**src/rtl/div_pkg.sv**
```systemverilog
// Shared definitions for the iterative divider: FSM state encoding and the
// conditional two's-complement helper used for operand magnitudes and result fix-up.
// Contents: div_state_e, DIV_MAX_W, div_cond_neg().
package div_pkg;

    typedef enum logic [1:0] {
        DIV_IDLE = 2'd0,
        DIV_CALC = 2'd1,
        DIV_FIX  = 2'd2,
        DIV_DONE = 2'd3
    } div_state_e;

    // The helper works on a fixed wide vector so that any legal WIDTH can use it.
    // Callers zero-extend and keep the low WIDTH bits; negation modulo 2^WIDTH
    // depends only on those low bits. One spare bit beyond the widest
    // supported operand keeps the discarded slice non-empty.
    localparam int DIV_MAX_W = 65;

    // Returns -v when neg is set, v otherwise.
    function automatic logic [DIV_MAX_W-1:0] div_cond_neg(input logic [DIV_MAX_W-1:0] v,
                                                          input logic                 neg);
        return neg ? (~v + 1'b1) : v;
    endfunction

endpackage

```
**src/rtl/div_step.sv**
```systemverilog
// One restoring division step: shift {rem, quo} left, trial-subtract, restore on borrow.
// Purely combinational; chained BITS_PER_CYCLE times by the top.
// Ports: rem_i/quo_i current partial remainder and quotient, dvs_i divisor magnitude,
//        rem_o/quo_o the values after this step.
module div_step #(
    parameter int WIDTH = 32
) (
    input  logic [WIDTH-1:0] rem_i,
    input  logic [WIDTH-1:0] quo_i,
    input  logic [WIDTH-1:0] dvs_i,
    output logic [WIDTH-1:0] rem_o,
    output logic [WIDTH-1:0] quo_o
);

    logic [WIDTH:0] shifted;
    logic [WIDTH:0] trial;

    // rem < dvs always holds, so shifted < 2*dvs. A non-negative trial is then
    // below dvs (< 2^WIDTH) and a negative one is at least -(2^WIDTH-1), so
    // bit WIDTH of a WIDTH+1-bit difference is an exact sign bit.
    always_comb begin
        shifted = {rem_i, quo_i[WIDTH-1]};
        trial   = shifted - {1'b0, dvs_i};
        quo_o   = {quo_i[WIDTH-2:0], ~trial[WIDTH]};
        rem_o   = trial[WIDTH] ? shifted[WIDTH-1:0] : trial[WIDTH-1:0];
    end

endmodule

```
**src/rtl/div_iter_param.sv**
```systemverilog
// Multi-cycle restoring divider (signed/unsigned), BITS_PER_CYCLE quotient bits per clock.
// Latency: done_o at T+WIDTH/BITS_PER_CYCLE+2 after start accepted at T; T+1 on divide-by-zero.
// Result held in DONE until ack_i (or annul_i); annul_i aborts any state; start_i sampled only in IDLE.
// Ports: clk/rst (sync, active-high); start_i, signed_i, dividend_i, divisor_i request;
//        annul_i flush; ack_i result accept; busy_o, done_o, quotient_o, remainder_o, div0_o.
module div_iter_param
    import div_pkg::*;
#(
    parameter int WIDTH          = 32,
    parameter int BITS_PER_CYCLE = 1
) (
    input  logic             clk,
    input  logic             rst,
    input  logic             start_i,
    input  logic             signed_i,
    input  logic [WIDTH-1:0] dividend_i,
    input  logic [WIDTH-1:0] divisor_i,
    input  logic             annul_i,
    input  logic             ack_i,
    output logic             busy_o,
    output logic             done_o,
    output logic [WIDTH-1:0] quotient_o,
    output logic [WIDTH-1:0] remainder_o,
    output logic             div0_o
);

    localparam int                STEPS    = WIDTH / BITS_PER_CYCLE;
    localparam int                CNT_W    = $clog2(STEPS + 1);
    localparam logic [CNT_W-1:0]  CNT_LAST = CNT_W'(STEPS - 1);

    if (WIDTH < 4 || (WIDTH % 2) != 0 || WIDTH > DIV_MAX_W - 1) begin : g_bad_width
        $error("div_iter_param: WIDTH must be even, >= 4 and <= 64");
    end
    if (!(BITS_PER_CYCLE == 1 || BITS_PER_CYCLE == 2 || BITS_PER_CYCLE == 4) ||
        (WIDTH % BITS_PER_CYCLE) != 0) begin : g_bad_bpc
        $error("div_iter_param: BITS_PER_CYCLE must be 1, 2 or 4 and divide WIDTH");
    end

    div_state_e       state_q, state_d;
    logic [CNT_W-1:0] cnt_q;
    logic [WIDTH-1:0] rem_q, quo_q, dvs_q;
    logic             sgn_q, dvd_neg_q, dvs_neg_q, div0_q;

    logic                   accept;
    logic                   dvd_is_neg, dvs_is_neg;
    logic [WIDTH-1:0]       dvd_mag, dvs_mag, quo_fix, rem_fix;
    logic [DIV_MAX_W-WIDTH-1:0] dvd_unused, dvs_unused, quo_unused, rem_unused;

    assign accept     = start_i & ~annul_i;
    assign dvd_is_neg = signed_i & dividend_i[WIDTH-1];
    assign dvs_is_neg = signed_i & divisor_i[WIDTH-1];

    // Unsigned WIDTH-bit magnitudes: the most negative value maps to 2^(WIDTH-1).
    // The FIX-stage sign corrections reuse the same helper.
    always_comb begin
        {dvd_unused, dvd_mag} = div_cond_neg(DIV_MAX_W'(dividend_i), dvd_is_neg);
        {dvs_unused, dvs_mag} = div_cond_neg(DIV_MAX_W'(divisor_i), dvs_is_neg);
        {quo_unused, quo_fix} = div_cond_neg(DIV_MAX_W'(quo_q), sgn_q & (dvd_neg_q ^ dvs_neg_q));
        {rem_unused, rem_fix} = div_cond_neg(DIV_MAX_W'(rem_q), sgn_q & dvd_neg_q);
    end

    // Step chain: element 0 is the registered state, element BITS_PER_CYCLE the next.
    logic [WIDTH-1:0] ch_rem [BITS_PER_CYCLE+1];
    logic [WIDTH-1:0] ch_quo [BITS_PER_CYCLE+1];

    assign ch_rem[0] = rem_q;
    assign ch_quo[0] = quo_q;

    for (genvar i = 0; i < BITS_PER_CYCLE; i++) begin : g_step
        div_step #(.WIDTH(WIDTH)) u_step (
            .rem_i (ch_rem[i]),
            .quo_i (ch_quo[i]),
            .dvs_i (dvs_q),
            .rem_o (ch_rem[i+1]),
            .quo_o (ch_quo[i+1])
        );
    end

    // State register
    always_ff @(posedge clk) begin
        if (rst) state_q <= DIV_IDLE;
        else     state_q <= state_d;
    end

    // Next state; annul_i wins over every other transition.
    always_comb begin
        state_d = state_q;
        unique case (state_q)
            DIV_IDLE: if (accept) state_d = (divisor_i == '0) ? DIV_DONE : DIV_CALC;
            DIV_CALC: begin
                if (annul_i)                state_d = DIV_IDLE;
                else if (cnt_q == CNT_LAST) state_d = DIV_FIX;
            end
            DIV_FIX:  state_d = annul_i ? DIV_IDLE : DIV_DONE;
            DIV_DONE: if (ack_i || annul_i) state_d = DIV_IDLE;
            default:  state_d = DIV_IDLE;
        endcase
    end

    // Datapath. Values left behind by an annulled operation are harmless:
    // outputs are gated by DONE and the next accept reloads everything.
    always_ff @(posedge clk) begin
        if (rst) begin
            cnt_q     <= '0;
            rem_q     <= '0;
            quo_q     <= '0;
            dvs_q     <= '0;
            sgn_q     <= 1'b0;
            dvd_neg_q <= 1'b0;
            dvs_neg_q <= 1'b0;
            div0_q    <= 1'b0;
        end else begin
            unique case (state_q)
                DIV_IDLE: begin
                    if (accept) begin
                        sgn_q     <= signed_i;
                        dvd_neg_q <= dvd_is_neg;
                        dvs_neg_q <= dvs_is_neg;
                        cnt_q     <= '0;
                        if (divisor_i == '0) begin
                            quo_q  <= '1;
                            rem_q  <= dividend_i;
                            div0_q <= 1'b1;
                        end else begin
                            // Dividend magnitude sits in quo and is shifted out
                            // MSB-first as quotient bits shift in.
                            quo_q  <= dvd_mag;
                            rem_q  <= '0;
                            dvs_q  <= dvs_mag;
                            div0_q <= 1'b0;
                        end
                    end
                end
                DIV_CALC: begin
                    rem_q <= ch_rem[BITS_PER_CYCLE];
                    quo_q <= ch_quo[BITS_PER_CYCLE];
                    cnt_q <= cnt_q + CNT_W'(1);
                end
                DIV_FIX: begin
                    quo_q <= quo_fix;
                    rem_q <= rem_fix;
                end
                default: ;
            endcase
        end
    end

    // Outputs decode registered state only; cleared outside DONE.
    always_comb begin
        busy_o      = (state_q != DIV_IDLE);
        done_o      = (state_q == DIV_DONE);
        quotient_o  = (state_q == DIV_DONE) ? quo_q : '0;
        remainder_o = (state_q == DIV_DONE) ? rem_q : '0;
        div0_o      = (state_q == DIV_DONE) & div0_q;
    end

endmodule

```
**config.mk**
```make
export PLATFORM = sky130hd
export DESIGN_NAME = div_iter_param
export DESIGN_NICKNAME = d
export VERILOG_FILES = /design/src/rtl/div_pkg.sv /design/src/rtl/div_step.sv /design/src/rtl/div_iter_param.sv
export SDC_FILE = /design/constraint.sdc
export NUM_CORES = 1
export LEC_CHECK = 0
export CAP_MARGIN = 25
export CELL_PAD_IN_SITES_DETAIL_PLACEMENT = 2
export CELL_PAD_IN_SITES_GLOBAL_PLACEMENT = 2
export CORE_ASPECT_RATIO = 1.5
export CORE_MARGIN = 3
export CORE_UTILIZATION = 30
export CTS_CLUSTER_SIZE = 24
export DETAILED_ROUTE_END_ITERATION = 6
export PLACE_DENSITY = 0.75
export SKIP_LAST_GASP = 1
export SLEW_MARGIN = 25
export SYNTH_ARGS = -nofsm -noshare
export SYNTH_HDL_FRONTEND = slang
export SYNTH_SLANG_ARGS = --single-unit
```
**constraint.sdc**
```tcl
create_clock -name clk -period 4.5 [get_ports clk]
set_clock_uncertainty 0.05 [all_clocks]
set_input_delay 0.9 -clock clk [delete_from_list [all_inputs] [get_ports clk]]
set_output_delay 0.9 -clock clk [all_outputs]
set_load 0.01 [all_outputs]
```
==> metrics.txt <==
max cap viols 0; Synth Warn # 0; die width 158 microns; post-synthesis mux area share 2.03%; I/O pin cnt about 140; H-tree levels 3; Period minus WS final 3.70 ns; Synth Area in Simple Gates 26.6%; Clock Sink Count 108; Synth Area in Compound Gates approximately 29%; Mapped Area 0.0104 sq mm; Synth Area in Adders a little over 5%; post-synth net total 1,574; CTS tree built; largest family of logic cells by synthesized area compound AO/OA/AOI/OAI gates; cell taking the most area after synthesis dfxtp_1; Primary FF master, synth dfxtp_1; fin crit share 82.1%; critical path start-end classification input port to register; fmax 0.271 GHz; Post-DRT Antenna Nets 0; hold-fix buffers at CTS 0; worst-path maximum fanout 4; Worst-path clk slew 0.08 ns; top post-synthesis cells by area dfxtp_1, a21oi_1, xnor2_1, nor2_1, ha_1; CP arrival 3.94 ns; gp weighted congestion 0.865; Pre-Repair DR Iteration Count 4; Pins Over Slew Limit 0; Seq pwr share between 10% and 20%; Comb power frac between 70 and 80%; Rows 82; unrepaired setup endpoints after global routing no; Gates resized, CTS repair 0; Root Driver clkbuf_16; clock tree buffer depth 2; relative slew slack ~43%; Int Power around 4.2 mW; static leakage between 4 and 5 nW; Worst Max-Slew Pin Slew around 0.86 ns; Mapped Cells 1,462; critical path startpoint category input port; synth unique cells 80; synthesized flop and latch total 108; CP Data Required Time 4.74 ns; ys async rst share 0%; port buffer count about 140; status complete, no violations; Hold Fails Final Rpt 0; dpl hpwl 33.5 mm; first-pass GRT wire length 69.2 mm; Vias per Instance 5.73; full die area 0.0369 sq mm; DR WL/cell between 20 and 25 microns; Sw Ratio between 50% and 60%; DRT iter0 DRCs between 400 and 500; Hold Crit Class register to register; Die Y 234 microns; endpoints failing setup 0; Post-Syn Area per Cell 7.09 sq um; vias in the first global route approximately 12,000; IR drop worst, VDD between 0.0002 and 0.0003 V; setup bufs post-CTS 0; Residual DRC 0; fin nets roughly 1,700; post-synth top area share 20.8%; largest net degree at the start of global routing 61; GR Util All Layers between 20% and 30%; Power Dens Cells around 730 mW/mm^2; Placed Cells incl. Taps 1,968; initial antenna violation count 2; Setup TNS Final 0 ns; Clk pwr share 9.6%; CTS buffer count 9; xor-xnor portion of the synthesized cell area 9.97%; Post-synth EDFFs 0; Crit. End Element register; worst skew pair latency 0.39 ns; WL final 43.4 mm; layout overhead on the synthesized area 21.2%; Core ar. about 0.034 sq mm; sequential fraction of the synthesis area 20.8%; final instance count without filler cells 1,986; vias 11,400; starting density of the core a little under a third; GR Overflow Total 0; Psw 4.94 mW; proportion of layout cells with a drive suffix above 1 approximately 6.6%
==> through the flow <==
stage	hold WS (ns)	setup WS, ns	instance area [sq um]	utilization, %	total power [mW]
finish	0.436	0.804	12600	37.3	9.18
detailed placement	0.433	0.409	12300	36.3	8.29
CTS	0.442	0.796	12600	37.2	9.22
global route	0.478	0.496	12600	37.3	10.0
floorplan	0.400	1.13	10400	-	6.07
global placement	0.422	0.445	12300	36.3	8.07
==> layer usage <==
| layer | GRT usage, % | part of all wire (%) |
|---|---|---|
| met1 | 27.6 | 42 |
| met2 | 44.7 | 53 |
| met3 | 1.80 | 2.5 |
| met4 | 8.39 | 2.5 |
| met5 | 0 | 0 |
==> kinds of logic (layout without fill, tap and decap cells) <==
family | after synthesis | after routing
AOI/OAI and AO/OA | 458 | 458
other | 0 | 2
adders and majority gates | 42 | 42
muxes | 21 | 21
DFF | 108 | 108
buffers and inverters | 162 | 264
xor gates and xnor gates | 118 | 118
and+or+nand+nor | 553 | 553
==> area by class of cell <==
type	count	area (sq um)
antenna	2	5.00
clock buffer	10	239
clock inverter	6	63.8
fill	3963	21200
inverter	58	218
multi-input combinational	1192	7540
sequential	108	2160
tap	420	526
timing repair buffer	190	1820
==> flip-flops by register name, indices dropped and copies added (netlist names) <==
signal / flops
dvs_neg_q: 1
dvd_neg_q: 1
state_q: 2
rem_q: 32
div0_q: 1
quo_q: 32
dvs_q: 32
cnt_q: 6
sgn_q: 1
==> power groups by stage <==
| stage | Sequential (mW) | Clock (mW) | Combinational, mW |
|---|---|---|---|
| after floorplan | 1.46 | 0 | 4.61 |
| after global placement | 1.60 | 0 | 6.47 |
| after detailed placement | 1.61 | 0 | 6.68 |
| after CTS | 1.59 | 0.905 | 6.73 |
| after global routing | 1.65 | 0.922 | 7.44 |
| final | 1.59 | 0.885 | 6.71 |
==> worst max-delay path, cell delays in order <==
cell,delay (ns)
clkdlybuf4s50_1,0.49
or4_4,0.58
or3_4,0.37
or4_4,0.45
or2_2,0.36
o31ai_1,0.27
xor2_1,0.17
nand2_1,0.08
a32o_1,0.26
==> synthesized netlist by cell type, drive strengths merged, types with 23 or more instances <==
master,number
a211oi,50
inv,58
clkbuf,87
xnor2,73
a21oi,144
nor2,164
dfxtp,108
nor3,48
or3,23
o21ai,99
ha,41
and2,71
xor2,45
nand2,122
nand3,27
==> worst paths after layout <==
path	from	to	slack [ns]	cells after the start
min reg2reg	dvs_q[31]$_SDFFE_PP0P_	dvs_q[31]$_SDFFE_PP0P_	0.44	2
max reg2reg	rem_q[0]$_SDFFE_PP0P_	quo_q[0]$_SDFFE_PP0P_	0.85	13
min	dvs_q[31]$_SDFFE_PP0P_	dvs_q[31]$_SDFFE_PP0P_	0.44	2
max	dividend_i[13]	quo_q[21]$_SDFFE_PP0P_	0.80	9
==> cells in the final DEF (no fill, tap or decap), types with 8 or more instances in the layout <==
cell             instances
ha_1                    38
a221o_1                  8
and2_1                  70
o311ai_0                10
clkdlybuf4s50_1        135
nand4_1                  9
clkbuf_16                9
inv_1                   58
a211oi_1                50
nor3_1                  47
xor2_1                  45
nor4_1                  20
a221oi_1                19
o211ai_1                 8
o31ai_1                 20
xnor2_1                 73
o21ai_0                 98
or2_2                   11
or3_1                   16
mux2i_1                 21
dfxtp_1                108
nand2b_1                15
nor2_1                 162
a31oi_1                 12
nand2_1                122
a21o_1                  12
nand3_1                 27
buf_4                   49
or4_1                   15
a21oi_1                144
Note: power is estimated with default switching activity, not from simulation.
